--- config.mk ---
export PLATFORM = sky130hd
export DESIGN_NAME = instruction_encoder_flat
export DESIGN_NICKNAME = d
export VERILOG_FILES = /design/src/rtl/instruction_encoder_if.sv /design/src/rtl/instruction_encoder.sv /design/src/flat_wrapper.sv
export SDC_FILE = /design/constraint.sdc
export NUM_CORES = 1
export LEC_CHECK = 0
export BUFFER_PORTS_ARGS = -buffer_cell sky130_fd_sc_hd__buf_2
export CAP_MARGIN = 20
export CELL_PAD_IN_SITES_DETAIL_PLACEMENT = 1
export CELL_PAD_IN_SITES_GLOBAL_PLACEMENT = 1
export CORE_ASPECT_RATIO = 0.7
export CORE_MARGIN = 2
export CORE_UTILIZATION = 25
export CTS_CLUSTER_SIZE = 25
export DETAILED_ROUTE_END_ITERATION = 16
export PLACE_DENSITY = 0.53
export SYNTH_ARGS = -nofsm -noshare
export SYNTH_HDL_FRONTEND = slang
export SYNTH_SLANG_ARGS = --single-unit
--- constraint.sdc ---
create_clock -name clk -period 2.82 [get_ports clk]
set_clock_uncertainty 0.2 [all_clocks]
set_input_delay 0.141 -clock clk [delete_from_list [all_inputs] [get_ports clk]]
set_output_delay 0.141 -clock clk [all_outputs]
set_load 0.05 [all_outputs]
--- src/rtl/instruction_encoder_if.sv ---
// Handshake bus between an instruction field source and the encoder.
// The source drives the fields and out_ready; the encoder drives the emitted word.
interface instruction_encoder_if;
    logic        in_valid;
    logic        in_ready;
    logic [6:0]  opcode;
    logic [2:0]  funct3;
    logic [4:0]  rd;
    logic [4:0]  rs1;
    logic [4:0]  rs2;
    logic [63:0] imm;
    logic        out_valid;
    logic        out_ready;
    logic [31:0] instruction;
    logic [63:0] out_addr;

    modport master (
        output in_valid, opcode, funct3, rd, rs1, rs2, imm, out_ready,
        input  in_ready, out_valid, instruction, out_addr
    );

    modport slave (
        input  in_valid, opcode, funct3, rd, rs1, rs2, imm, out_ready,
        output in_ready, out_valid, instruction, out_addr
    );
endinterface

--- src/rtl/instruction_encoder.sv ---
// Packs opcode/funct3/register/immediate fields into an RV64 I, S or SB word
// and tags each emitted word with a sequential byte address.
module instruction_encoder #(
    parameter logic [63:0] BASE_ADDR = 64'd0,
    parameter int unsigned ERR_W     = 8
) (
    input  logic                  clk,
    input  logic                  reset,
    instruction_encoder_if.slave  bus,
    output logic                  range_err,
    output logic [ERR_W-1:0]      err_count
);
    typedef enum logic [1:0] {
        FMT_I  = 2'd0,
        FMT_S  = 2'd1,
        FMT_SB = 2'd2
    } fmt_e;

    function automatic fmt_e select_fmt(input logic [6:0] op);
        fmt_e f;
        if (op[6]) begin
            f = FMT_SB;
        end else if (op[5]) begin
            f = FMT_S;
        end else begin
            f = FMT_I;
        end
        return f;
    endfunction

    // Only immediates that survive a 12-bit sign-extending round trip are legal.
    function automatic logic imm_in_range(input logic [63:0] v);
        return (&v[63:11]) || (~|v[63:11]);
    endfunction

    function automatic logic [31:0] encode(
        input logic [6:0]  op,
        input logic [2:0]  f3,
        input logic [4:0]  rd_f,
        input logic [4:0]  rs1_f,
        input logic [4:0]  rs2_f,
        input logic [63:0] v
    );
        logic [31:0] w;
        case (select_fmt(op))
            FMT_SB:  w = {v[11], v[9:4], rs2_f, rs1_f, f3, v[3:0], v[10], op};
            FMT_S:   w = {v[11:5], rs2_f, rs1_f, f3, v[4:0], op};
            FMT_I:   w = {v[11:0], rs1_f, f3, rd_f, op};
            default: w = 32'd0;
        endcase
        return w;
    endfunction

    logic             out_valid_r, out_valid_s;
    logic [31:0]      instruction_r, instruction_s;
    logic [63:0]      out_addr_r, out_addr_s;
    logic [63:0]      next_addr_r, next_addr_s;
    logic             range_err_r, range_err_s;
    logic [ERR_W-1:0] err_count_r, err_count_s;
    logic             in_ready_s, in_xfer_s, out_xfer_s, in_ok_s;

    // Handshake qualification for this cycle.
    always_comb begin
        in_ready_s = !out_valid_r || bus.out_ready;
        in_xfer_s  = bus.in_valid && in_ready_s;
        out_xfer_s = out_valid_r && bus.out_ready;
        in_ok_s    = imm_in_range(bus.imm);
    end

    // Next-state computation for the output word, address counter and error tracking.
    always_comb begin
        out_valid_s   = out_valid_r;
        instruction_s = instruction_r;
        out_addr_s    = out_addr_r;
        next_addr_s   = next_addr_r;
        err_count_s   = err_count_r;
        range_err_s   = in_xfer_s && !in_ok_s;
        if (in_xfer_s && in_ok_s) begin
            out_valid_s   = 1'b1;
            instruction_s = encode(bus.opcode, bus.funct3, bus.rd, bus.rs1, bus.rs2, bus.imm);
            out_addr_s    = next_addr_r;
            next_addr_s   = next_addr_r + 64'd4;
        end else if (in_xfer_s) begin
            // Dropped input: nothing emitted, but a departing word still clears valid.
            if (out_xfer_s) begin
                out_valid_s = 1'b0;
            end else begin
                out_valid_s = out_valid_r;
            end
            if (err_count_r != {ERR_W{1'b1}}) begin
                err_count_s = err_count_r + ERR_W'(1'b1);
            end else begin
                err_count_s = err_count_r;
            end
        end else if (out_xfer_s) begin
            out_valid_s = 1'b0;
        end else begin
            out_valid_s = out_valid_r;
        end
    end

    // State registers with synchronous reset.
    always_ff @(posedge clk) begin
        if (reset) begin
            out_valid_r   <= 1'b0;
            instruction_r <= 32'd0;
            out_addr_r    <= BASE_ADDR;
            next_addr_r   <= BASE_ADDR;
            range_err_r   <= 1'b0;
            err_count_r   <= {ERR_W{1'b0}};
        end else begin
            out_valid_r   <= out_valid_s;
            instruction_r <= instruction_s;
            out_addr_r    <= out_addr_s;
            next_addr_r   <= next_addr_s;
            range_err_r   <= range_err_s;
            err_count_r   <= err_count_s;
        end
    end

    assign bus.in_ready    = in_ready_s;
    assign bus.out_valid   = out_valid_r;
    assign bus.instruction = instruction_r;
    assign bus.out_addr    = out_addr_r;
    assign range_err       = range_err_r;
    assign err_count       = err_count_r;
endmodule

--- src/flat_wrapper.sv ---
// flat-port wrapper written by rule: the top's interface ports become plain ports
module instruction_encoder_flat 
#(
    parameter logic [63:0] BASE_ADDR = 64'd0,
    parameter int unsigned ERR_W     = 8
)
  (clk, reset, range_err, err_count, bus_in_valid, bus_opcode, bus_funct3, bus_rd, bus_rs1, bus_rs2, bus_imm, bus_out_ready, bus_in_ready, bus_out_valid, bus_instruction, bus_out_addr);
  instruction_encoder_if bus_i ();
  input  logic clk;
  input  logic reset;
  output logic range_err;
  output logic [ERR_W-1:0] err_count;
  input wire logic [$bits(bus_i.in_valid)-1:0] bus_in_valid;
  input wire logic [$bits(bus_i.opcode)-1:0] bus_opcode;
  input wire logic [$bits(bus_i.funct3)-1:0] bus_funct3;
  input wire logic [$bits(bus_i.rd)-1:0] bus_rd;
  input wire logic [$bits(bus_i.rs1)-1:0] bus_rs1;
  input wire logic [$bits(bus_i.rs2)-1:0] bus_rs2;
  input wire logic [$bits(bus_i.imm)-1:0] bus_imm;
  input wire logic [$bits(bus_i.out_ready)-1:0] bus_out_ready;
  output wire logic [$bits(bus_i.in_ready)-1:0] bus_in_ready;
  output wire logic [$bits(bus_i.out_valid)-1:0] bus_out_valid;
  output wire logic [$bits(bus_i.instruction)-1:0] bus_instruction;
  output wire logic [$bits(bus_i.out_addr)-1:0] bus_out_addr;
  assign bus_i.in_valid = bus_in_valid;
  assign bus_i.opcode = bus_opcode;
  assign bus_i.funct3 = bus_funct3;
  assign bus_i.rd = bus_rd;
  assign bus_i.rs1 = bus_rs1;
  assign bus_i.rs2 = bus_rs2;
  assign bus_i.imm = bus_imm;
  assign bus_i.out_ready = bus_out_ready;
  assign bus_in_ready = bus_i.in_ready;
  assign bus_out_valid = bus_i.out_valid;
  assign bus_instruction = bus_i.instruction;
  assign bus_out_addr = bus_i.out_addr;
  instruction_encoder #(.BASE_ADDR(BASE_ADDR), .ERR_W(ERR_W)) u_core (.clk(clk), .reset(reset), .bus(bus_i), .range_err(range_err), .err_count(err_count));
endmodule
==> impl_metrics.toml <==
[die]
die_area_um2 = 30900
io_pins = 200
initial_utilization_pct = 25.5
die_w_um = 209
placementRows = 52
core_um2 = 29000
die_h_um = 148

[route]
ant_nets = 0
avgRoutedWirePerCell_um = 15.8
drt_first_pass_iters = 4
highest_layer = "met4"
vias = 7659
drt-vias-per-instance = 4.83
wl_um = 25100
wl_met2_um = 10700
first_iter_violations = 291
met1_length_um = 13200
route.detailed.drc = 0
met3_length_um = 931

[sta]
final.min_clock_period_ps = 2730
finalSetupViolations = 0
hold_violations = 0
relSlewSlack_pct = 52.5
worst_pin_slew_ps = 706
fin_ws_ps = 88.5
holdWs_ps = 72.6
rsz0062_at_grt = "false"
post-route-period-util_pct = 96.9
drv_slew = 0
timing.fmax_ghz = 0.366

[logic_synthesis]
synth-async-reset-ratio_pct = 0
ys_warn_count = 0
synth_flop_cell = "dfxtp_1"
synth_edf_count = 0
synth_top_family_by_area = "simple AND/OR/NAND/NOR gates"
yosysUniqueCellTypes = 50
synth_seq_cells = 166
syn_area_per_cell_um2 = 7.97
synth_cells = 925
syn_area_um2 = 7370
synth_fa_ha_area_share_pct = 0.340
synthSimpleGateAreaFrac_pct = 28.6
synth_mux_area_share_pct = 3.02
seq_area_frac_synth_pct = 45.1
synthXorXnorAreaFrac_pct = 1.07
synth_compound_area_share_pct = 17.4

[clock_tree]
h-tree-depth = 4
cts_inserted_buffers = 17
cts_tree = "done"
clk_latency_ps = 430
clkTransAtPathRegs_ps = 70
cts_root_buffer = "clkbuf_16"
cts_setup_buffers = 0
cts_buffer_depth = 2
clock_sinks = 166

[worst_setup_path]
critical_path_class = "in -> reg"
arrival_ps = 2850
path_max_fanout = 28
worstSetupEndpointType = "flip-flop"
r2r_slack_ps = 230
worstPathRequired_ps = 2940
r2r_start = "u_core.next_addr_r[7]$_SDFFE_PP0P_"
cp-start-kind = "input pin"
reg2reg_depth = 6
rr_endpoint = "u_core.next_addr_r[54]$_SDFFE_PP0P_"

[pwr]
p_per_area_nw_per_um2 = 493
p_leak_nw = 3.91
switching_share_pct = 21.9
combPwrFrac_pct = 5.2
switching_power_mw = 1.11
max-vdd-ir-drop_mv = 0.344
p_int_mw = 3.97
p_clk_share_pct = 48.6
seq_power_share_pct = 46.2

[outcome]
status = "completed"

[final_layout]
fin_nets = 1291
final_common_cell = "nand2_1"
final_cell_mix = "nand2_1 (210), buf_2 (196), dfxtp_1 (166)"
finalInstanceArea_um2 = 10300
area_growth_pct = 39.8
drive_gt1_share_pct = 26.7
fillCellCount = 3521

[global_route]
grt_pass1_vias = 7657
grtUsageTotal_pct = 16.3
grt_remaining_overflow = 0
antenna_found_initial = 1
grt_max_degree = 61
grt_pass1_wl_um = 40800

[placement]
place_area_um2 = 9260
port_buffers = 197
globalplace.congestion = 0.765
dp_slack_ps = -365
post-dp-hpwl_um = 18100

[worst_hold_path]
min_from = "bus_rd[3]"
hold_path_end = "u_core.bus.instruction[10]$_SDFFE_PP0P_"
min_path_type = "in -> reg"
min_path_cells = 5

[flow_run]
maxCapViolCount = 0
power by group through the flow:
stage	Combinational, mW	Clock [mW]	Sequential [mW]
global route	0.288	2.65	2.35
finish	0.263	2.47	2.35
floorplan	0.0860	0	2.41
global placement	0.210	0	2.40
CTS	0.263	2.57	2.35
detailed placement	0.212	0	2.40
layer usage:
layer  vias to the layer above  track usage, %
met2                       129            24.6
met5                         -               0
met3                        18            3.80
li1                       3851               -
met4                         0            4.00
met1                      3661            23.5
kinds of logic (layout without fill, tap and decap cells):
| group | count (synthesis) | count (layout) |
|---|---|---|
| adders and majority gates | 2 | 2 |
| other | 1 | 3 |
| AOI/OAI and AO/OA | 214 | 214 |
| muxes | 21 | 21 |
| DFF | 166 | 166 |
| xor gates and xnor gates | 9 | 9 |
| and+or+nand+nor | 433 | 433 |
| buffers and inverters | 79 | 360 |
area by class of cell:
class	count	area, µm²	share of cell area [%]
Multi-Input combinational cell	681	3740	36.3
Clock buffer	22	454	4.41
Timing Repair Buffer	316	2110	20.4
Antenna cell	1	2.50	0.0243
Sequential cell	166	3320	32.2
Clock inverter	8	150	1.46
Inverter	14	52.6	0.510
Tap cell	378	473	4.59
critical path, stage by stage:
cell and delay [ps]:
buf_2 110, nor4_1 580, nand4_1 180, or4_4 640, a21o_4 270, buf_12 160
nor4_1 380, mux2_2 380
per-stage QoR:
| stage | cells | setup TNS, ps | utilization [%] | power (mW) |
|---|---|---|---|---|
| 2_1_floorplan | 926 | 0 | - | 2.50 |
| 5_1_grt | 1586 | 0 | 35.6 | 5.29 |
| 4_1_cts | 1585 | 0 | 35.6 | 5.18 |
| 3_5_place_dp | 1512 | -16560 | 32.0 | 2.61 |
| 3_3_place_gp | 1512 | -9820 | 32.0 | 2.61 |
| 6_report | 1586 | 0 | 35.6 | 5.08 |
Yosys cell counts, types with 3 or more instances:
library cell  instances  share of area, %
nor4_1               21               1.8
clkbuf_1             46               2.3
nor2b_1              12               1.0
dfxtp_1             166                45
nor3_1                6              0.41
mux2_2                9               1.4
nand2b_1              3              0.25
nand2_1             210                11
mux2i_1              11               1.5
o21ai_0              25               1.7
buf_2                14              0.95
inv_1                14              0.71
nand4_1              34               2.9
or3_1                12               1.0
or4_1                30               3.1
a211oi_1              8              0.81
o31ai_1              26               2.6
nor2_1               46               2.3
xnor2_1               9               1.1
and2_1                4              0.34
and4_1                4              0.48
nand3b_1              4              0.41
a311oi_1              6              0.71
a21oi_1             130               8.8
and3_1               11              0.93
nand3_1              27               1.8
o41ai_1               3              0.36
a2111oi_0             4              0.48
state kept, by name (all words and copies together), names as in the netlist:
name / flops
u_core.range_err: 1
u_core.next_addr_r: 62
u_core.bus.out_addr: 62
u_core.bus.instruction: 32
u_core.err_count: 8
u_core.bus.out_valid: 1
repair_timing:
action | 4_1_cts | 5_1_grt
resized for setup | 0 | 1
setup endpoints to repair | 0 | 3
hold buffers | 43 | 0
hold endpoints to repair | 67 | 0
how the worst max path moves through the flow:
| stage | from | to | slack, ps | depth (start not counted) |
|---|---|---|---|---|
| floorplan | u_core.bus.out_valid$_SDFFE_PP0P_ | u_core.bus.instruction[10]$_SDFFE_PP0P_ | 100 | 9 |
| global placement | bus_imm[11] | u_core.next_addr_r[51]$_SDFFE_PP0P_ | -230 | 7 |
| detailed placement | bus_imm[11] | u_core.next_addr_r[42]$_SDFFE_PP0P_ | -370 | 8 |
| CTS | u_core.next_addr_r[16]$_SDFFE_PP0P_ | u_core.next_addr_r[54]$_SDFFE_PP0P_ | 80 | 6 |
| global route | bus_imm[53] | u_core.next_addr_r[51]$_SDFFE_PP0P_ | 10 | 7 |
| finish | bus_imm[11] | u_core.next_addr_r[42]$_SDFFE_PP0P_ | 90 | 8 |
Power figures use the tool's default switching activity.
